--- config.mk ---
export PLATFORM = sky130hd
export DESIGN_NAME = seg7_reader
export DESIGN_NICKNAME = d
export VERILOG_FILES = /design/src/rtl/seg7_pkg.sv /design/src/rtl/seg7_pat_dec.sv /design/src/rtl/seg7_reader.sv
export SDC_FILE = /design/constraint.sdc
export NUM_CORES = 1
export LEC_CHECK = 0
export ABC_AREA = 0
export CAP_MARGIN = 20
export CORE_ASPECT_RATIO = 0.5
export CORE_MARGIN = 2
export CORE_UTILIZATION = 55
export CTS_CLUSTER_DIAMETER = 30
export CTS_CLUSTER_SIZE = 12
export DETAILED_ROUTE_END_ITERATION = 10
export HOLD_SLACK_MARGIN = 0.15
export PLACE_DENSITY = 0.79
export SLEW_MARGIN = 5
export SYNTH_ARGS = -nofsm -noshare
export SYNTH_HDL_FRONTEND = slang
export SYNTH_HIERARCHICAL = 1
export SYNTH_SLANG_ARGS = --single-unit
--- constraint.sdc ---
create_clock -name clk -period 3.3 [get_ports clk]
set_clock_uncertainty 0.2 [all_clocks]
set_input_delay 0.66 -clock clk [delete_from_list [all_inputs] [get_ports clk]]
set_output_delay 0.66 -clock clk [all_outputs]
set_load 0.005 [all_outputs]
--- src/rtl/seg7_pkg.sv ---
// Purpose: shared constants and types for the seven-segment display reader.
// Latency: n/a (package only).
// Backpressure: n/a. Hex patterns are decoded only when SEG7_READER_HEX_EN is defined.
package seg7_pkg;

    localparam int CODE_W = 4;

    typedef logic [CODE_W-1:0] code_t;
    typedef logic [6:0]        pat_t;   // {g,f,e,d,c,b,a}, active-high

    localparam pat_t PAT_BLANK = 7'h00;
    localparam pat_t PAT_0     = 7'h3F;
    localparam pat_t PAT_1     = 7'h06;
    localparam pat_t PAT_2     = 7'h5B;
    localparam pat_t PAT_3     = 7'h4F;
    localparam pat_t PAT_4     = 7'h66;
    localparam pat_t PAT_5     = 7'h6D;
    localparam pat_t PAT_6     = 7'h7D;
    localparam pat_t PAT_7     = 7'h07;
    localparam pat_t PAT_8     = 7'h7F;
    localparam pat_t PAT_9     = 7'h6F;
    localparam pat_t PAT_A     = 7'h77;
    localparam pat_t PAT_B     = 7'h7C;
    localparam pat_t PAT_C     = 7'h39;
    localparam pat_t PAT_D     = 7'h5E;
    localparam pat_t PAT_E     = 7'h79;
    localparam pat_t PAT_F     = 7'h71;

    // Candidate symbol: blank flag plus code; a blank always carries code 0.
    typedef struct packed {
        logic  blank;
        code_t code;
    } sym_t;

    localparam sym_t SYM_BLANK = '{blank: 1'b1, code: '0};

    typedef enum logic [1:0] {
        ST_EMPTY,
        ST_TRACK,
        ST_LOCK
    } trk_state_t;

endpackage

--- src/rtl/seg7_pat_dec.sv ---
// Purpose: map a sensed segment pattern to a code with digit/blank flags.
// Latency: purely combinational.
// Backpressure: none. A..F decode only when SEG7_READER_HEX_EN is defined.
module seg7_pat_dec
    import seg7_pkg::*;
(
    input  logic [6:0]        pat_i,
    output logic [CODE_W-1:0] code_o,
    output logic              valid_o,
    output logic              blank_o
);

    // Table lookup; anything not listed is undecodable (both flags low).
    always_comb begin
        code_o  = '0;
        valid_o = 1'b1;
        blank_o = 1'b0;
        case (pat_i)
            PAT_0: code_o = 4'h0;
            PAT_1: code_o = 4'h1;
            PAT_2: code_o = 4'h2;
            PAT_3: code_o = 4'h3;
            PAT_4: code_o = 4'h4;
            PAT_5: code_o = 4'h5;
            PAT_6: code_o = 4'h6;
            PAT_7: code_o = 4'h7;
            PAT_8: code_o = 4'h8;
            PAT_9: code_o = 4'h9;
`ifdef SEG7_READER_HEX_EN
            PAT_A: code_o = 4'hA;
            PAT_B: code_o = 4'hB;
            PAT_C: code_o = 4'hC;
            PAT_D: code_o = 4'hD;
            PAT_E: code_o = 4'hE;
            PAT_F: code_o = 4'hF;
`endif
            PAT_BLANK: begin
                valid_o = 1'b0;
                blank_o = 1'b1;
            end
            default: valid_o = 1'b0;
        endcase
    end

endmodule

--- src/rtl/seg7_reader.sv ---
// Purpose: debounce two multiplexed 7-seg digits into committed codes (SEG7_READER_HEX_EN adds A..F).
// Latency: 2-flop sync + STABLE_CNT samples; outputs visible after edge STABLE_CNT+1.
// Backpressure: none; samples with en low are dropped, chg/err are single-cycle pulses.
module seg7_reader
    import seg7_pkg::*;
#(
    parameter int unsigned STABLE_CNT = 4
)
(
    input  logic              clk,
    input  logic              rst_n,
    input  logic [6:0]        seg,
    input  logic              sel,
    input  logic              en,
    output logic [CODE_W-1:0] bcd1,
    output logic [CODE_W-1:0] bcd2,
    output logic              vld1,
    output logic              vld2,
    output logic              chg,
    output logic              err
);

    localparam logic [3:0] CNT_MAX = 4'(STABLE_CNT);

    logic [6:0] seg_s1_q, seg_s2_q;
    logic       sel_s1_q, sel_s2_q;
    logic       en_s1_q,  en_s2_q;

    logic [CODE_W-1:0] dec_code;
    logic              dec_valid, dec_blank;
    logic              smp_ok;
    sym_t              smp;

    trk_state_t        state_q [2], state_d [2];
    logic [3:0]        cnt_q   [2], cnt_d   [2];
    sym_t              cand_q  [2], cand_d  [2];
    logic [CODE_W-1:0] bcd_q   [2], bcd_d   [2];
    logic              vld_q   [2], vld_d   [2];
    logic              chg_q, chg_d, err_q, err_d;

    seg7_pat_dec u_dec (
        .pat_i   (seg_s2_q),
        .code_o  (dec_code),
        .valid_o (dec_valid),
        .blank_o (dec_blank)
    );

    assign smp_ok = dec_valid | dec_blank;
    assign smp    = '{blank: dec_blank, code: dec_code};

    // Per-digit tracker next state; only the digit addressed by the synced sel moves.
    always_comb begin
        logic commit;
        chg_d  = 1'b0;
        err_d  = 1'b0;
        commit = 1'b0;
        for (int d = 0; d < 2; d++) begin
            state_d[d] = state_q[d];
            cnt_d[d]   = cnt_q[d];
            cand_d[d]  = cand_q[d];
            bcd_d[d]   = bcd_q[d];
            vld_d[d]   = vld_q[d];
            commit     = 1'b0;
            if (en_s2_q && (sel_s2_q == 1'(d))) begin
                if (!smp_ok) begin
                    // Undecodable: restart counting on the held candidate.
                    err_d      = 1'b1;
                    cnt_d[d]   = '0;
                    state_d[d] = ST_TRACK;
                end else if (smp == cand_q[d]) begin
                    // Saturated count means already locked on this candidate.
                    if (cnt_q[d] < CNT_MAX) begin
                        cnt_d[d]   = cnt_q[d] + 4'd1;
                        state_d[d] = ST_TRACK;
                        commit     = (cnt_q[d] + 4'd1 == CNT_MAX);
                    end
                end else begin
                    cand_d[d]  = smp;
                    cnt_d[d]   = 4'd1;
                    state_d[d] = ST_TRACK;
                    commit     = (CNT_MAX == 4'd1);
                end
                if (commit) begin
                    state_d[d] = ST_LOCK;
                    if (cand_d[d].blank) begin
                        vld_d[d] = 1'b0;
                    end else begin
                        bcd_d[d] = cand_d[d].code;
                        vld_d[d] = 1'b1;
                    end
                    chg_d = (bcd_d[d] != bcd_q[d]) || (vld_d[d] != vld_q[d]);
                end
            end
        end
    end

    // Synchronizer, tracker state and output registers.
    always_ff @(posedge clk or negedge rst_n) begin
        if (!rst_n) begin
            seg_s1_q <= '0;
            seg_s2_q <= '0;
            sel_s1_q <= 1'b0;
            sel_s2_q <= 1'b0;
            en_s1_q  <= 1'b0;
            en_s2_q  <= 1'b0;
            chg_q    <= 1'b0;
            err_q    <= 1'b0;
            for (int d = 0; d < 2; d++) begin
                state_q[d] <= ST_EMPTY;
                cnt_q[d]   <= '0;
                cand_q[d]  <= SYM_BLANK;
                bcd_q[d]   <= '0;
                vld_q[d]   <= 1'b0;
            end
        end else begin
            seg_s1_q <= seg;
            seg_s2_q <= seg_s1_q;
            sel_s1_q <= sel;
            sel_s2_q <= sel_s1_q;
            en_s1_q  <= en;
            en_s2_q  <= en_s1_q;
            chg_q    <= chg_d;
            err_q    <= err_d;
            for (int d = 0; d < 2; d++) begin
                state_q[d] <= state_d[d];
                cnt_q[d]   <= cnt_d[d];
                cand_q[d]  <= cand_d[d];
                bcd_q[d]   <= bcd_d[d];
                vld_q[d]   <= vld_d[d];
            end
        end
    end

    assign bcd1 = bcd_q[0];
    assign bcd2 = bcd_q[1];
    assign vld1 = vld_q[0];
    assign vld2 = vld_q[1];
    assign chg  = chg_q;
    assign err  = err_q;

endmodule

==> results of run 1 <==
-- Yosys cell counts (2+ instances only) --
library cell  number  area share [%]
o2111ai_1          2            0.75
nand3b_1           2            0.64
nand3_1            6             1.3
dfrtp_1           46              49
o21a_1             2            0.64
nor3b_1            2            0.64
o21ai_0           13             2.8
a31oi_1            3            0.80
buf_6              4             1.9
nor3_2             2            0.85
nand4_1            2            0.53
and2_1             2            0.53
mux2i_1            7             3.0
xor2_1            10             3.7
nor4_1             4             1.1
nor2b_1            2            0.53
mux2_2             8             3.8
a32o_1             2            0.85
o22a_1             3             1.1
buf_4              2            0.64
nor2_1            14             2.2
inv_1              4            0.64
ha_1               2             1.1
xnor2_1           11             4.1
a21o_1             2            0.64
nor3_1             5             1.1
or3b_1             2            0.75
a21oi_1            9             1.9
dfstp_2            2             2.2
nand2_1           20             3.2
nand2b_1           3            0.80
-- logic make-up (layout without fill, tap and decap cells) --
logic type | Yosys count | in the layout | share of synthesized area [%]
AO/OA/AOI/OAI | 43 | 43 | 12.8
XOR/XNOR | 21 | 21 | 7.84
adder cells (fa/ha/maj) | 2 | 2 | 1.07
buffers and inverters | 11 | 43 | 3.41
flip-flops | 48 | 48 | 51.3
multiplexers | 15 | 15 | 6.83
AND/OR/NAND/NOR | 74 | 74 | 16.7
-- sequential cells by signal, indices dropped and copies added (netlist names) --
name	flops
bcd1	4
bcd2	4
cand_q	10
chg	1
cnt_q	8
en_s1_q	1
en_s2_q	1
err	1
seg_s1_q	7
seg_s2_q	7
sel_s1_q	1
sel_s2_q	1
vld1	1
vld2	1
-- timing repair --
item                                    4_1_cts  5_1_grt
endpoints found under the setup margin        0        1
hold endpoints to repair                      0       20
resized for setup                             0        1
hold buffers                                  0        1
-- cell type report --
type | count | share of cell area, %
clock inverters | 1 | 0.319
flip-flops and latches | 48 | 43.9
inverters | 4 | 0.548
multi-input cells | 155 | 38.7
well taps | 54 | 2.46
repair buffers | 31 | 10.9
clock buffers | 7 | 3.15
-- routing by layer --
layer  vias up  global-route usage, %
met5         -                      0
met3         5                   6.91
met4         0                   5.16
met2        54                   31.9
li1        819                      -
met1       850                   27.9
-- per-stage QoR --
stage	total power (W)	std cells	setup slack, ns
detailed placement	0.000748	290	0.301
floorplan	0.000708	214	0.616
global route	0.00116	300	0.0653
finish	0.00110	300	0.274
global placement	0.000743	290	0.414
CTS	0.00111	298	0.276
-- critical path: cells and delay by family, from the launching register on --
kind / cells / cell delay (ns)
flops: 1 / 0.47
simple gates: 4 / 0.96
buf+inv: 1 / 0.25
mux: 2 / 0.29
compound gates: 3 / 0.80
-- final timing paths --
kind,start,to,slack [ns]
worst max-delay path,seg_s2_q[5],chg,0.27
worst min-delay path,seg_s1_q[5],seg_s2_q[5],0.15
worst max register to register,seg_s2_q[5],chg,0.27
worst min register to register,seg_s1_q[5],seg_s2_q[5],0.15
max in group asynchronous,rst_n,cand_q[9],1.68
min in group asynchronous,rst_n,seg_s1_q[0],0.64
-- power by group --
part	internal (W)	leakage (nW)	switching, W
logic	0.0000503	0.596	0.0000588
registers	0.000611	0.615	0.0000207
clock network	0.000172	0.0484	0.000190
==> run_results.csv, run 1 <==
group,metric,value,unit
drt,drcViolationCount,0,
floorplanning,fp-row-count,16,
clocking,cts_sinks,48,
layout,final_cell_mix,"dfrtp_1 (46), clkdlybuf4s50_1 (21), nand2_1 (20)",
drt,viasPerCell,5.76,
min_path,holdPathStages,0,
drt,dr_wl_met3,311,um
synthesis,syn_avg_cell_area,11.0,um2
floorplanning,die_h,50.2,um
synthesis,yosys_warnings,6,
setup_path,reg2reg_depth,10,
setup_path,slowest_stage,"dfrtp_1",
drt,m1WireLength,2020,um
drt,drt_wl_total,4300,um
sta,relSlewSlack,66.0,%
layout,stdcell_area,2740,um2
layout,final_common_cell,"dfrtp_1",
setup_path,path_max_fanout,9,
place,port_buffers,22,
layout,multi_input_area,1060,um2
power,ir_drop,261,uV
sta,setup_viol,0,
floorplanning,coreArea,4000,um2
sta,setup_tns,0,ns
floorplanning,start_util,58.6,%
sta,fin_crit_sh,91.7,%
synthesis,syn_area,2340,um2
global_routing,grt.total_usage,20.5,%
clocking,cts_buffers,5,
clocking,postCtsSetupBuffers,0,
sta,whs,0.153,ns
drt,dr.max_layer_used,"met4",
layout,area_growth,16.9,%
min_path,hold_class,"reg -> reg",
setup_path,crit_top_cell,"mux2i_1",
setup_path,cp-end-kind,"register",
floorplanning,ios,23,
job,cap_violations,0,
setup_path,crit_path_start_kind,"register",
place,hpwlAfterDp,3150,um
floorplanning,die_area,4830,um2
drt,ant_nets,0,
synthesis,ys_seq_area_share,51.3,%
clocking,clk_pin_slew_worst_paths,0.09,ns
setup_path,crit_required,3.33,ns
global_routing,grt-ovfl-total,0,
drt,wl_per_cell,14.3,um
clocking,cts-root-buf,"clkbuf_8",
synthesis,synth_enable_flop_cells,0,
layout,fin_util,68.5,%
clocking,clkLatencyLatePin,0.30,ns
global_routing,grt_start_max_net_pins,49,
synthesis,postSynth.asyncResetShare,100,%
global_routing,grt_pass1_vias,1630,
sta,min_period,3.03,ns
global_routing,grt_first_pass_wirelength,7400,um
layout,seqCellArea,1200,um2
layout,drive_above_1_share,14.6,%
layout,fillers,302,
synthesis,syn-instance-count,214,
sta,hold_viol_final,0,
synthesis,synthDistinctLibCells,47,
layout,final_net_count,258,
sta,max_freq,0.330,GHz
power,powerDensity,402,nW/um2
synthesis,ys.flop_type,"dfrtp_1",
sta,rsz0062_at_grt,"false",
global_routing,antenna_found_initial,0,
place,placed_area,2620,um2
floorplanning,die_w,96.3,um
drt,wl_met2,1940,um
clocking,clk_path_buf_depth,2,
place,globalplace.congestion,0.889,
sta,worst_pin_slew,0.503,ns
setup_path,slowest_delay,0.47,ns
synthesis,syn_nets,227,
synthesis,ys_seq_elements,48,
drt,drt_iter0_drc,79,
setup_path,crit_type,"reg -> reg",
sta,drv_slew,0,
clocking,htreeDepth,2,
setup_path,cp.arrival,3.06,ns
drt,vias,1728,
layout,diodes,0,
setup_path,critical_path.cell_chain,"or2_1, mux2i_1, a41o_1, a311o_2, nor2_2, buf_4, a21oi_1, mux2i_1, or3b_1, nand3_1",
drt,firstDrtPassIters,4,
power,power.leakage,1.26,nW
clocking,cts_tree,"yes",
status,status,"finished, final reports clean",
No activity file was read; power rests on OpenSTA's default activity.
==> run 2: changes to the inputs <==
--- a/config.mk
+++ b/config.mk
@@ -6,14 +6,13 @@
 export NUM_CORES = 1
 export LEC_CHECK = 0
-export ABC_AREA = 0
 export CAP_MARGIN = 20
 export CORE_ASPECT_RATIO = 0.5
 export CORE_MARGIN = 2
-export CORE_UTILIZATION = 55
+export CORE_UTILIZATION = 56
 export CTS_CLUSTER_DIAMETER = 30
 export CTS_CLUSTER_SIZE = 12
 export DETAILED_ROUTE_END_ITERATION = 10
 export HOLD_SLACK_MARGIN = 0.15
-export PLACE_DENSITY = 0.79
+export PLACE_DENSITY = 0.8
 export SLEW_MARGIN = 5
 export SYNTH_ARGS = -nofsm -noshare
==> constraint.sdc (replaced) <==
create_clock -name clk -period 3.3 [get_ports clk]
set_clock_uncertainty 0.2 [all_clocks]
set_input_delay 0.495 -clock clk [delete_from_list [all_inputs] [get_ports clk]]
set_output_delay 0.495 -clock clk [all_outputs]
set_load 0.005 [all_outputs]
==> run 2 against run 1 <==
  * First-iteration DRC count is 47% higher
  * Non-clock buffer count down 1
  * Worst setup slack improved by 0.057 ns
  * Maximum frequency is 1.9% higher
  * Sequential power about the same
  * Final area rose by 0.96%
  * Critical path type unchanged
==> run_results.csv, run 2 (synthesized netlist as in run 1, its figures left out) <==
group,metric,value,unit
setup_path,reg2reg_depth,11,
clocking,clkLatencyLatePin,0.31,ns
global_routing,grt_start_max_net_pins,49,
sta,fin_crit_sh,90.0,%
place,port_buffers,22,
global_routing,grt_first_pass_wirelength,7880,um
setup_path,crit_type,"reg -> reg",
place,globalplace.congestion,0.828,
power,p_sw,0.000280,W
status,status,"finished, final reports clean",
layout,stdcell_area,2770,um2
setup_path,cp-end-kind,"register",
job,cap_violations,0,
layout,final_cell_mix,"dfrtp_1 (46), clkdlybuf4s50_1 (21), nand2_1 (20)",
drt,viasPerCell,5.64,
floorplanning,start_util,59.2,%
clocking,clk_path_buf_depth,2,
layout,area_growth,18.0,%
layout,largest_reg_flops,10,
sta,max_freq,0.337,GHz
layout,drive_above_1_share,14.7,%
clocking,cts_sinks,48,
min_path,holdPathStages,0,
setup_path,crit_required,3.35,ns
drt,wl_per_cell,15.3,um
floorplanning,die_w,95.5,um
clocking,cts_tree,"yes",
place,placed_area,2610,um2
min_path,hold_class,"reg -> reg",
power,power.leakage,1.27,nW
sta,min_period,2.97,ns
sta,setup_tns,0,ns
setup_path,r2r_slack,0.33,ns
sta,rsz0062_at_grt,"false",
sta,hold_viol_final,0,
layout,top_register,"cand_q",
setup_path,cp.arrival,3.02,ns
sta,drv_slew,0,
setup_path,reg2reg_from,"seg_s2_q[5]",
layout,multi_input_area,1060,um2
clocking,cts_buffers,5,
layout,fillers,291,
layout,top_regs,"cand_q x10, cnt_q x8",
drt,ant_nets,0,
setup_path,crit_path_start_kind,"register",
clocking,htreeDepth,2,
layout,final_net_count,257,
drt,drt_iter0_drc,116,
drt,drcViolationCount,0,
global_routing,grt_pass1_vias,1668,
floorplanning,die_area,4750,um2
global_routing,antenna_found_initial,0,
drt,firstDrtPassIters,4,
power,ir_drop,305,uV
place,hpwlAfterDp,3230,um
drt,drt_wl_total,4570,um
min_path,hold_end,"seg_s2_q[1]",
floorplanning,coreArea,3960,um2
drt,vias,1686,
power,powerDensity,430,nW/um2
global_routing,grt-ovfl-total,0,
layout,seqCellArea,1200,um2
power,p_int,0.000909,W
layout,final_common_cell,"dfrtp_1",
clocking,clk_pin_slew_worst_paths,0.09,ns
setup_path,path_max_fanout,16,
floorplanning,ios,23,
power,seq_power_share,53.1,%
clocking,cts-root-buf,"clkbuf_8",
sta,setup_viol,0,
min_path,hp-start,"seg_s1_q[1]",
power,comb_power_share,9.3,%
power,clockPowerShare,37.6,%
floorplanning,fp-row-count,16,
layout,diodes,0,
global_routing,grt.total_usage,22.6,%
floorplanning,die_h,49.8,um
sta,worst_pin_slew,0.595,ns
power,netSwitchingFraction,23.6,%
sta,relSlewSlack,60.3,%
setup_path,rr_endpoint,"chg",
## run 2: cell types whose count changed in the layout (fill, tap and decap cells not counted), sizes merged
cell and change:
clkbuf -1, bufinv +1, buf -1
## run 2: repair_timing
action / 4_1_cts / 5_1_grt
setup buffers: 0 / 0
setup endpoints to repair: 0 / 1
endpoints found under the hold margin: 0 / 24
gates resized for setup: 0 / 1
hold buffers: 0 / 1
## run 2: metrics by stage
stage	utilization [%]	total power (W)	setup slack, ns	std cells	hold WS [ns]
5_1_grt	69.8	0.00123	0.104	299	0.164
2_1_floorplan	-	0.000708	0.616	214	-0.000591
6_report	69.8	0.00119	0.331	299	0.152
3_5_place_dp	65.8	0.000748	0.311	289	0.135
3_3_place_gp	65.8	0.000744	0.353	289	0.131
4_1_cts	68.8	0.00119	0.295	297	0.154
## run 2: final cells by class
cell class              count  area share, %
repair buffers             30           10.8
multi-input cells         155           38.4
clock inverters             2           1.40
flip-flops and latches     48           43.5
well taps                  54           2.44
inverters                   4          0.542
clock buffers               6           2.98
## run 2: power by group through the flow
stage | Clock, W | Sequential (W) | Combinational (W)
3_5_place_dp | 0 | 0.000643 | 0.000105
3_3_place_gp | 0 | 0.000641 | 0.000102
4_1_cts | 0.000455 | 0.000631 | 0.000106
5_1_grt | 0.000475 | 0.000635 | 0.000123
6_report | 0.000447 | 0.000632 | 0.000110
2_1_floorplan | 0 | 0.000637 | 0.0000713
## run 2: worst max-delay path, stage by stage, from the launching register on
cell     delay (ns)
dfrtp_1        0.47
or2_1          0.16
mux2i_1        0.07
a41o_1         0.32
a311o_2        0.40
nor2_2         0.12
buf_4          0.25
mux2i_1        0.28
xnor2_1        0.16
nor4_1         0.07
o32a_1         0.35
nand3_1        0.07
## run 2: routing by layer
| layer | wire [um] | share of wire (%) | track usage [%] | vias to the layer above |
|---|---|---|---|---|
| li1 | - | - | - | 814 |
| met1 | 2220 | 49 | 30.3 | 819 |
| met2 | 2060 | 45 | 33.9 | 43 |
| met3 | 192 | 4.2 | 5.81 | 10 |
| met4 | 101 | 2.2 | 11.9 | 0 |
| met5 | 0 | 0 | 0 | - |
## run 2: how the worst max path moves through the flow
stage	startpoint	endpoint	slack, ns	cells after the start
after floorplan	seg_s2_q[0]	cand_q[1]	0.62	8
after global placement	seg_s2_q[5]	chg	0.35	11
after CTS	seg_s2_q[5]	chg	0.29	11
after global routing	seg_s2_q[6]	bcd2[3]	0.10	10
after detailed placement	seg_s2_q[5]	chg	0.31	11
final	seg_s2_q[5]	chg	0.33	11
==> run 3: changes to the inputs <==
CORE_MARGIN = not set   (was 2)
==> run 3 against run 2 <==
  * Power down 0.33%
  * Non-clock buffer count stayed put
  * Final area shrank 0.14%
  * Worst setup slack lost 0.12 ns
  * Largest cell class unchanged
  * Largest power group unchanged
  * Highest routed layer unchanged
==> run_results.csv, run 3 (synthesized netlist as in run 1, its figures left out) <==
group,metric,value,unit
status,status,"finished, final reports clean",
setup_path,cp.arrival,3.14,ns
sta,rsz0062_at_grt,"false",
setup_path,crit_path_start_kind,"register",
sta,min_period,3.09,ns
clocking,clkLatencyLatePin,0.30,ns
drt,drt_wl_total,4490,um
min_path,hold_class,"reg -> reg",
clocking,cts_tree,"yes",
drt,ant_nets,0,
power,seq_power_share,53.3,%
job,cap_violations,0,
clocking,clk_path_buf_depth,2,
drt,drcViolationCount,0,
power,p_int,0.000909,W
layout,fin_util,69.7,%
sta,setup_viol,0,
layout,final_net_count,257,
clocking,postCtsSetupBuffers,0,
sta,worst_pin_slew,0.512,ns
place,hpwlAfterDp,3230,um
floorplanning,fp-row-count,16,
global_routing,grt_first_pass_wirelength,7220,um
floorplanning,start_util,59.2,%
layout,diodes,0,
sta,hold_viol_final,0,
layout,fillers,283,
setup_path,cp-end-kind,"register",
drt,firstDrtPassIters,4,
floorplanning,die_area,4470,um2
drt,wl_per_cell,15.0,um
global_routing,antenna_found_initial,0,
power,power.leakage,1.26,nW
place,dp.cells,289,
floorplanning,coreArea,3960,um2
clocking,cts_buffers,5,
layout,top_regs,"cand_q x10, cnt_q x8",
layout,largest_reg_flops,10,
floorplanning,die_h,47.8,um
global_routing,grt.total_usage,22.5,%
layout,drive_above_1_share,15.1,%
sta,drv_slew,0,
layout,final_cell_mix,"dfrtp_1 (46), clkdlybuf4s50_1 (21), nand2_1 (20)",
global_routing,grt_start_max_net_pins,49,
sta,relSlewSlack,65.4,%
drt,drt_iter0_drc,95,
setup_path,path_max_fanout,17,
place,port_buffers,22,
power,p_sw,0.000277,W
clocking,clk_pin_slew_worst_paths,0.09,ns
global_routing,grt-ovfl-total,0,
layout,top_register,"cand_q",
power,clockPowerShare,37.4,%
setup_path,crit_type,"reg -> reg",
global_routing,grt_pass1_vias,1553,
setup_path,r2r_slack,0.21,ns
setup_path,crit_required,3.34,ns
sta,setup_tns,0,ns
layout,stdcell_count,299,
power,netSwitchingFraction,23.4,%
clocking,cts_sinks,48,
floorplanning,ios,23,
power,ir_drop,374,uV
layout,multi_input_area,1070,um2
place,globalplace.congestion,0.833,
floorplanning,die_w,93.5,um
clocking,htreeDepth,2,
drt,viasPerCell,5.64,
sta,fin_crit_sh,93.8,%
layout,area_growth,17.9,%
power,comb_power_share,9.3,%
power,powerDensity,429,nW/um2
drt,vias,1687,
clocking,cts-root-buf,"clkbuf_8",
layout,final_common_cell,"dfrtp_1",
sta,max_freq,0.323,GHz
layout,seqCellArea,1200,um2
run 3: cell count changes in the layout (fill, tap and decap cells not counted):
cell     before  now
mux2i_1       7    6
buf_12        0    1
buf_16        1    0
mux2i_2       0    1
run 3: stage by stage:
| step | setup slack, ns | power (W) | hold slack [ns] | cell area (um2) |
|---|---|---|---|---|
| after global placement | 0.464 | 0.000743 | 0.132 | 2610 |
| after detailed placement | 0.266 | 0.000748 | 0.135 | 2610 |
| final | 0.206 | 0.00119 | 0.153 | 2760 |
| after CTS | 0.181 | 0.00119 | 0.155 | 2730 |
| after global routing | 0.0564 | 0.00124 | 0.163 | 2760 |
| after floorplan | 0.616 | 0.000708 | -0.000591 | 2340 |
run 3: layout make-up:
cell class	count	share of cell area, %
inverters	4	0.543
clock inverters	2	1.40
multi-input cells	155	38.6
well taps	54	2.44
repair buffers	30	10.5
flip-flops and latches	48	43.5
clock buffers	6	2.99
run 3: routing by layer:
| metal | track usage [%] | part of all wire [%] | vias to the layer above |
|---|---|---|---|
| met2 | 37.6 | 47 | 47 |
| met4 | 8.31 | 0.80 | 0 |
| met5 | 0 | 0 | - |
| met3 | 5.24 | 4.9 | 4 |
| li1 | - | - | 818 |
| met1 | 30.0 | 47 | 818 |
run 3: power groups by stage:
stage / clock network (W) / logic [W] / registers (W)
after floorplan: 0 / 0.0000713 / 0.000637
after global placement: 0 / 0.000102 / 0.000641
after detailed placement: 0 / 0.000105 / 0.000643
after CTS: 0.000457 / 0.000106 / 0.000632
after global routing: 0.000481 / 0.000121 / 0.000635
final: 0.000443 / 0.000110 / 0.000632
run 3: path summary, 6_finish.rpt:
path | cells past startpoint | start | to
max | 11 | seg_s2_q[5] | chg
min | 0 | seg_s1_q[6] | seg_s2_q[6]
max reg2reg | 11 | seg_s2_q[5] | chg
min reg2reg | 0 | seg_s1_q[6] | seg_s2_q[6]
max in group asynchronous | 3 | rst_n | cand_q[4]
min in group asynchronous | 2 | rst_n | cnt_q[6]
run 3: timing repair:
item / 4_1_cts / 5_1_grt
hold buffers: 0 / 1
endpoints found under the hold margin: 0 / 14
resized for setup: 0 / 2
setup endpoints to repair: 0 / 2
run 3: critical path, cell delays in order, from the launching register on:
cell	delay, ns
dfrtp_1	0.47
or2_1	0.19
mux2i_1	0.08
a41o_1	0.34
a311o_2	0.41
nor2_2	0.13
buf_4	0.26
mux2i_2	0.30
xnor2_1	0.17
nor4_1	0.07
o32a_1	0.34
nand3_1	0.07
==> variant 1 (config.mk and constraints of run 3) <==
Change the package constant `CODE_W` from 4 to 6.
--- a/src/rtl/seg7_pkg.sv
+++ b/src/rtl/seg7_pkg.sv
@@ -5,3 +5,3 @@
 
-    localparam int CODE_W = 4;
+    localparam int CODE_W = 6;
 
Ports: changed (resized bcd1 and bcd2); port bits go from 23 to 27. The function was not compared with the original's and may differ.
==> variant 1 against run 3 <==
Non-clock buffer count grew 12; routed wire length grew 36%; core utilization up 3.2 points; worst setup slack improved by 0.010 ns; synthesized area rose by 23%; sequential share of layout area is 2.2 points lower; power up 20%; final area rose by 23%; critical path type unchanged; sequential cell count up 8; hold slack better by 0.0048 ns; sequential power up 21%.
==> variant 1: results (changes against run 3) <==
========================================================================================
Maximum fanout encountered on the critical timing path ....................            8   -9
CP Data Arrival Time ......................................................      3.08 ns   -0.06 ns
Cell types with the largest area share after synthesis .................... sky130_fd_sc_hd__dfrtp_1, sky130_fd_sc_hd__xnor2_1, sky130_fd_sc_hd__nand2_1
Number of global-route vias before repair .................................         2259   +45%
Portion of netlist area occupied by mux cells .............................        8.96%   +2.1 points
Number of distinct standard cells referenced by the synthesized netlist ...           54   +15%
Sequential area share after synthesis .....................................        48.8%   -2.5 points
Largest registers ranked by flip-flop count ............................... cand_q (14), cnt_q (8)
Post-synthesis share of cell area spent on xor and xnor gates .............        5.79%   -2.1 points
Skew-Pair Late Insertion Delay ............................................      0.32 ns   +0.02 ns
R2R cell count ............................................................           10   -1
Origin of the critical flop-to-flop path ..................................  seg_s2_q[5]
Highest-delay cell along the critical path ................................ sky130_fd_sc_hd__dfrtp_2
Share of layout cells above drive strength 1 ..............................        15.7%   +0.60 points
Fraction of the mapped netlist area in adder cells ........................        1.31%   +0.24 points
Synthesized-area fraction occupied by ao, oa, aoi and oai cells ...........        13.3%   +0.47 points
Clock tree buffer depth ...................................................            2   unchanged
Worst IR Drop VDD .........................................................   0.000220 V   -41%
Gate Count Post-Synth .....................................................          275   +29%
Routed wirelength normalized by instance count ............................      16.2 um   +7.9%
ANT cells .................................................................            0   unchanged
Synth cell count leaders .................................................. sky130_fd_sc_hd__dfrtp_1, sky130_fd_sc_hd__nand2_1, sky130_fd_sc_hd__inv_1
Violation count after the first detailed-route iteration ..................          111   +17%
Yosys warning count .......................................................            6   unchanged
Pre-CTS setup slack .......................................................   -0.0268 ns   -0.293 ns
Count of non-filler cells in the finished layout ..........................          378   +26%
Leakage power of the design ...............................................      1.52 nW   +20%
Via count .................................................................         2197   +30%
Worst min-delay path startpoint ...........................................      en_s1_q
Maximum number of pins on one net before global-route repair ..............           35   -29%
Total half-perimeter wirelength after legalization and detailed placement .      4.58 mm   +42%
Number of setup buffers added after CTS ...................................            0   unchanged
Run status ................................................................ complete, no violations
Relative slew slack .......................................................        58.3%   -7.1 points
Global-route wire length before repair ....................................      10.7 mm   +48%
Worst Hold Class .......................................................... flip-flop to flip-flop
Number of placed instances, taps included .................................          369   +28%
End point of the worst hold path ..........................................      en_s2_q
Clk root buf .............................................................. sky130_fd_sc_hd__clkbuf_8
Initial DRT Pass Iterations ...............................................            5   +1
Placed cell area ..........................................................    3260 um^2   +25%
Number of nets in the layout ..............................................          325   +26%
Last weighted congestion value of the routability-driven placer ...........        0.900   +8.0%
Number of filler instances in the final layout ............................          320   +13%
Gr usage total ............................................................        27.0%   +4.5 points
Async set-or-reset flop fraction in the synthesized netlist ...............         100%   unchanged
# port buffers ............................................................           26   +18%
Number of antenna violations at the first check in global routing .........            0   unchanged
========================================================================================
## variant 1: how the worst max path moves through the flow
stage,start,to,slack [ns],depth (start not counted)
3_5_place_dp,seg_s2_q[4],bcd2[3],-0.03,8
3_3_place_gp,seg_s2_q[4],bcd2[3],0.08,8
2_1_floorplan,seg_s2_q[5],bcd1[0],0.21,10
4_1_cts,seg_s2_q[5],bcd1[0],0.17,10
5_1_grt,seg_s2_q[5],chg,0.04,10
6_report,seg_s2_q[5],chg,0.22,10
## variant 1: where the power goes
group | internal [W] | switching, W
Combinational | 0.0000955 | 0.000106
Sequential | 0.000724 | 0.0000395
Clock | 0.000229 | 0.000231
## variant 1: what timing repair did
item,4_1_cts,5_1_grt
setup endpoints to repair,5,4
resized for setup,1,3
endpoints found under the hold margin,21,0
hold buffers,1,0
## variant 1: per-stage QoR
step	util (%)	hold WS [ns]
after floorplan	-	-0.000591
after global placement	70.0	0.132
final	72.9	0.158
after CTS	72.8	0.159
after detailed placement	70.0	0.136
after global routing	72.9	0.166
## variant 1: area by class of cell
cell class	count	area, um^2	area share (%)
Inverter	20	75.1	2.21
Tap cell	66	82.6	2.43
Clock inverter	3	46.3	1.36
Timing Repair Buffer	42	390	11.5
Clock buffer	5	68.8	2.03
Sequential cell	56	1410	41.4
Multi-Input combinational cell	186	1330	39.1
## variant 1: metal layers
| layer | share of wire [%] | track usage (%) | wire length (um) | vias up |
|---|---|---|---|---|
| met5 | 0 | 0 | 0 | - |
| met4 | 1.5 | 9.86 | 89 | 0 |
| met3 | 4.9 | 6.53 | 302 | 10 |
| met2 | 48 | 45.1 | 2970 | 67 |
| met1 | 45 | 34.7 | 2770 | 1091 |
| li1 | - | - | - | 1029 |
==> variant 2 (flow settings as in run 3) <==
Made on the original files. Register the outputs `bcd1`, `bcd2`, `vld1` and `vld2`; this adds one clock of latency there. The other outputs are not delayed to match.
--- a/src/rtl/seg7_reader.sv
+++ b/src/rtl/seg7_reader.sv
@@ -133,6 +133,8 @@
 
-    assign bcd1 = bcd_q[0];
-    assign bcd2 = bcd_q[1];
-    assign vld1 = vld_q[0];
-    assign vld2 = vld_q[1];
+    always_ff @(posedge clk) begin
+        bcd1 <= bcd_q[0];
+        bcd2 <= bcd_q[1];
+        vld1 <= vld_q[0];
+        vld2 <= vld_q[1];
+    end
     assign chg  = chg_q;
Check against the original RTL: not equivalent (Yosys sat finds a counterexample within 10 cycles, from zero or initial values and one cycle with rst_n low).
==> variant 2 against run 3 <==
Cell count up 15%; critical path type unchanged; highest routed layer unchanged; worst setup slack worse by 0.084 ns; via count up 18%; routed wire length up 17%; final area up 13%; synthesized area up 10%; power up 19%; sequential cell count up 10; first-iteration DRC count up 14%; largest power group unchanged; critical path depth unchanged; sequential share of layout area up 1.4 points.
==> variant 2: results (changes against run 3) <==
========================================================================================
Global-route wire length before repair ....................................      8.74 mm   +21%
End of the worst register-to-register path ................................          chg
Worst setup EP type .......................................................    flip-flop
Number of filler instances in the final layout ............................          338   +19%
Wire length after detailed routing ........................................      5.25 mm   +17%
Switching portion of total power ..........................................        25.3%   +2.0 points
Last weighted congestion value of the routability-driven placer ...........        0.880   +5.7%
R2R cell count ............................................................           11   unchanged
Maximum fanout encountered on the critical timing path ....................            8   -9
CP peak stage delay .......................................................      0.44 ns   -0.03 ns
Number of clock buffers inserted by TritonCTS .............................            9   +4
Register clock-pin slew on the reported worst setup and hold paths ........      0.06 ns   -0.03 ns
Number of distinct standard cells referenced by the synthesized netlist ...           56   +19%
Startpoint kind of the worst setup timing path ............................    flip-flop
CP Data Arrival Time ......................................................      3.19 ns   +0.05 ns
H-tree depth reported by CTS ..............................................            3   +1
Skew-Pair Late Insertion Delay ............................................      0.34 ns   +0.04 ns
Seq. pwr ..................................................................   0.000756 W   +20%
Placed cell area ..........................................................    2870 um^2   +10%
Leakage power of the design ...............................................      1.33 nW   +5.2%
Clock tree buffer depth ...................................................            2   unchanged
Clk root buf .............................................................. sky130_fd_sc_hd__clkbuf_8
Via count .................................................................         1984   +18%
Largest registers ranked by flip-flop count ............................... cand_q (10), bcd_q (8), cnt_q (8)
Share of layout cells above drive strength 1 ..............................        17.4%   +2.3 points
Run status ................................................................ complete, no violations
Gr usage total ............................................................        24.1%   +1.6 points
Synth cell count leaders .................................................. sky130_fd_sc_hd__dfrtp_1, sky130_fd_sc_hd__nand2_1, sky130_fd_sc_hd__o21ai_0
Async set-or-reset flop fraction in the synthesized netlist ...............        82.8%   -17 points
Maximum number of pins on one net before global-route repair ..............           49   unchanged
Worst Hold Class .......................................................... flip-flop to flip-flop
# port buffers ............................................................           22   unchanged
Cell class contributing the biggest share of worst-path delay ............. compound AO/OA/AOI/OAI gates
Yosys warning count .......................................................            6   unchanged
Violation count after the first detailed-route iteration ..................          108   +14%
Cell types with the largest area share after synthesis .................... sky130_fd_sc_hd__dfrtp_1, sky130_fd_sc_hd__dfxtp_1, sky130_fd_sc_hd__nand2_1
Worst hold path depth .....................................................            0   unchanged
End point of the worst hold path ..........................................  seg_s2_q[5]
Actual slew at the worst max-slew pin .....................................     0.604 ns   +0.0920 ns
Number of antenna violations at the first check in global routing .........            0   unchanged
Worst min-delay path startpoint ...........................................  seg_s1_q[5]
Highest-delay cell along the critical path ................................ sky130_fd_sc_hd__dfrtp_2
Origin of the critical flop-to-flop path ..................................  seg_s2_q[5]
Initial DRT Pass Iterations ...............................................            6   +2
Net Count, Synth ..........................................................          257   +13%
ANT cells .................................................................            0   unchanged
Number of global-route vias before repair .................................         1922   +24%
Proportion of power drawn by the clock network ............................        38.0%   +0.6 points
Reg2Reg Setup Slack .......................................................      0.12 ns   -0.08 ns
Worst IR Drop VDD .........................................................   0.000293 V   -22%
Total half-perimeter wirelength after legalization and detailed placement .      3.67 mm   +14%
Hold WS ...................................................................     0.150 ns   -0.00276 ns
Sequential area share after synthesis .....................................        54.2%   +2.9 points
Number of nets in the layout ..............................................          297   +16%
========================================================================================
==> variant 2: cell types whose count changed after synthesis, moves of 3 or more <==
cell                      change
sky130_fd_sc_hd__a21oi_1      +3
sky130_fd_sc_hd__nand2_1     +11
sky130_fd_sc_hd__xor2_1       -6
sky130_fd_sc_hd__mux2i_1      -4
sky130_fd_sc_hd__o21ai_0     +10
sky130_fd_sc_hd__dfxtp_1     +10
sky130_fd_sc_hd__mux2_2       -3
sky130_fd_sc_hd__o21ai_1      +3
sky130_fd_sc_hd__inv_1        +4
==> variant 2: cell type report <==
cell class,count,area [um^2],area share [%]
multi-input cells,171,1120,35.9
clock buffers,10,128,4.08
well taps,57,71.3,2.28
flip-flops and latches,58,1410,45.0
clock inverters,5,32.5,1.04
repair buffers,35,333,10.6
inverters,9,33.8,1.08
==> variant 2: stage by stage <==
stage	setup TNS (ns)	std cells	power, W	worst slack (ns)
2_1_floorplan	0	244	0.000830	0.357
6_report	0	345	0.00141	0.121
3_5_place_dp	-0.0372	324	0.000877	-0.0372
3_3_place_gp	-0.0198	324	0.000872	-0.0198
4_1_cts	0	341	0.00141	0.0164
5_1_grt	0	345	0.00147	0.0140
==> variant 2: kinds of logic after synthesis <==
logic type,count (synthesis),share of synthesized area [%]
mux,9,3.77
compound gates,63,16.0
simple gates,83,16.4
xor+xnor,14,5.03
fa+ha+maj,2,0.966
buf+inv,15,3.62
flops,58,54.2
==> variant 2: metal layers <==
metal	up-vias	track usage, %	share of wire, %
met4	0	12.9	3.0
met5	-	0	0
met1	937	30.0	46
li1	954	-	-
met2	74	37.4	45
met3	19	8.51	6.4
==> variant 2: timing repair <==
item,4_1_cts,5_1_grt
setup endpoints to repair,1,5
hold buffers,2,1
pin swaps,0,1
gates resized for setup,2,6
setup buffers,0,2
endpoints found under the hold margin,2,11
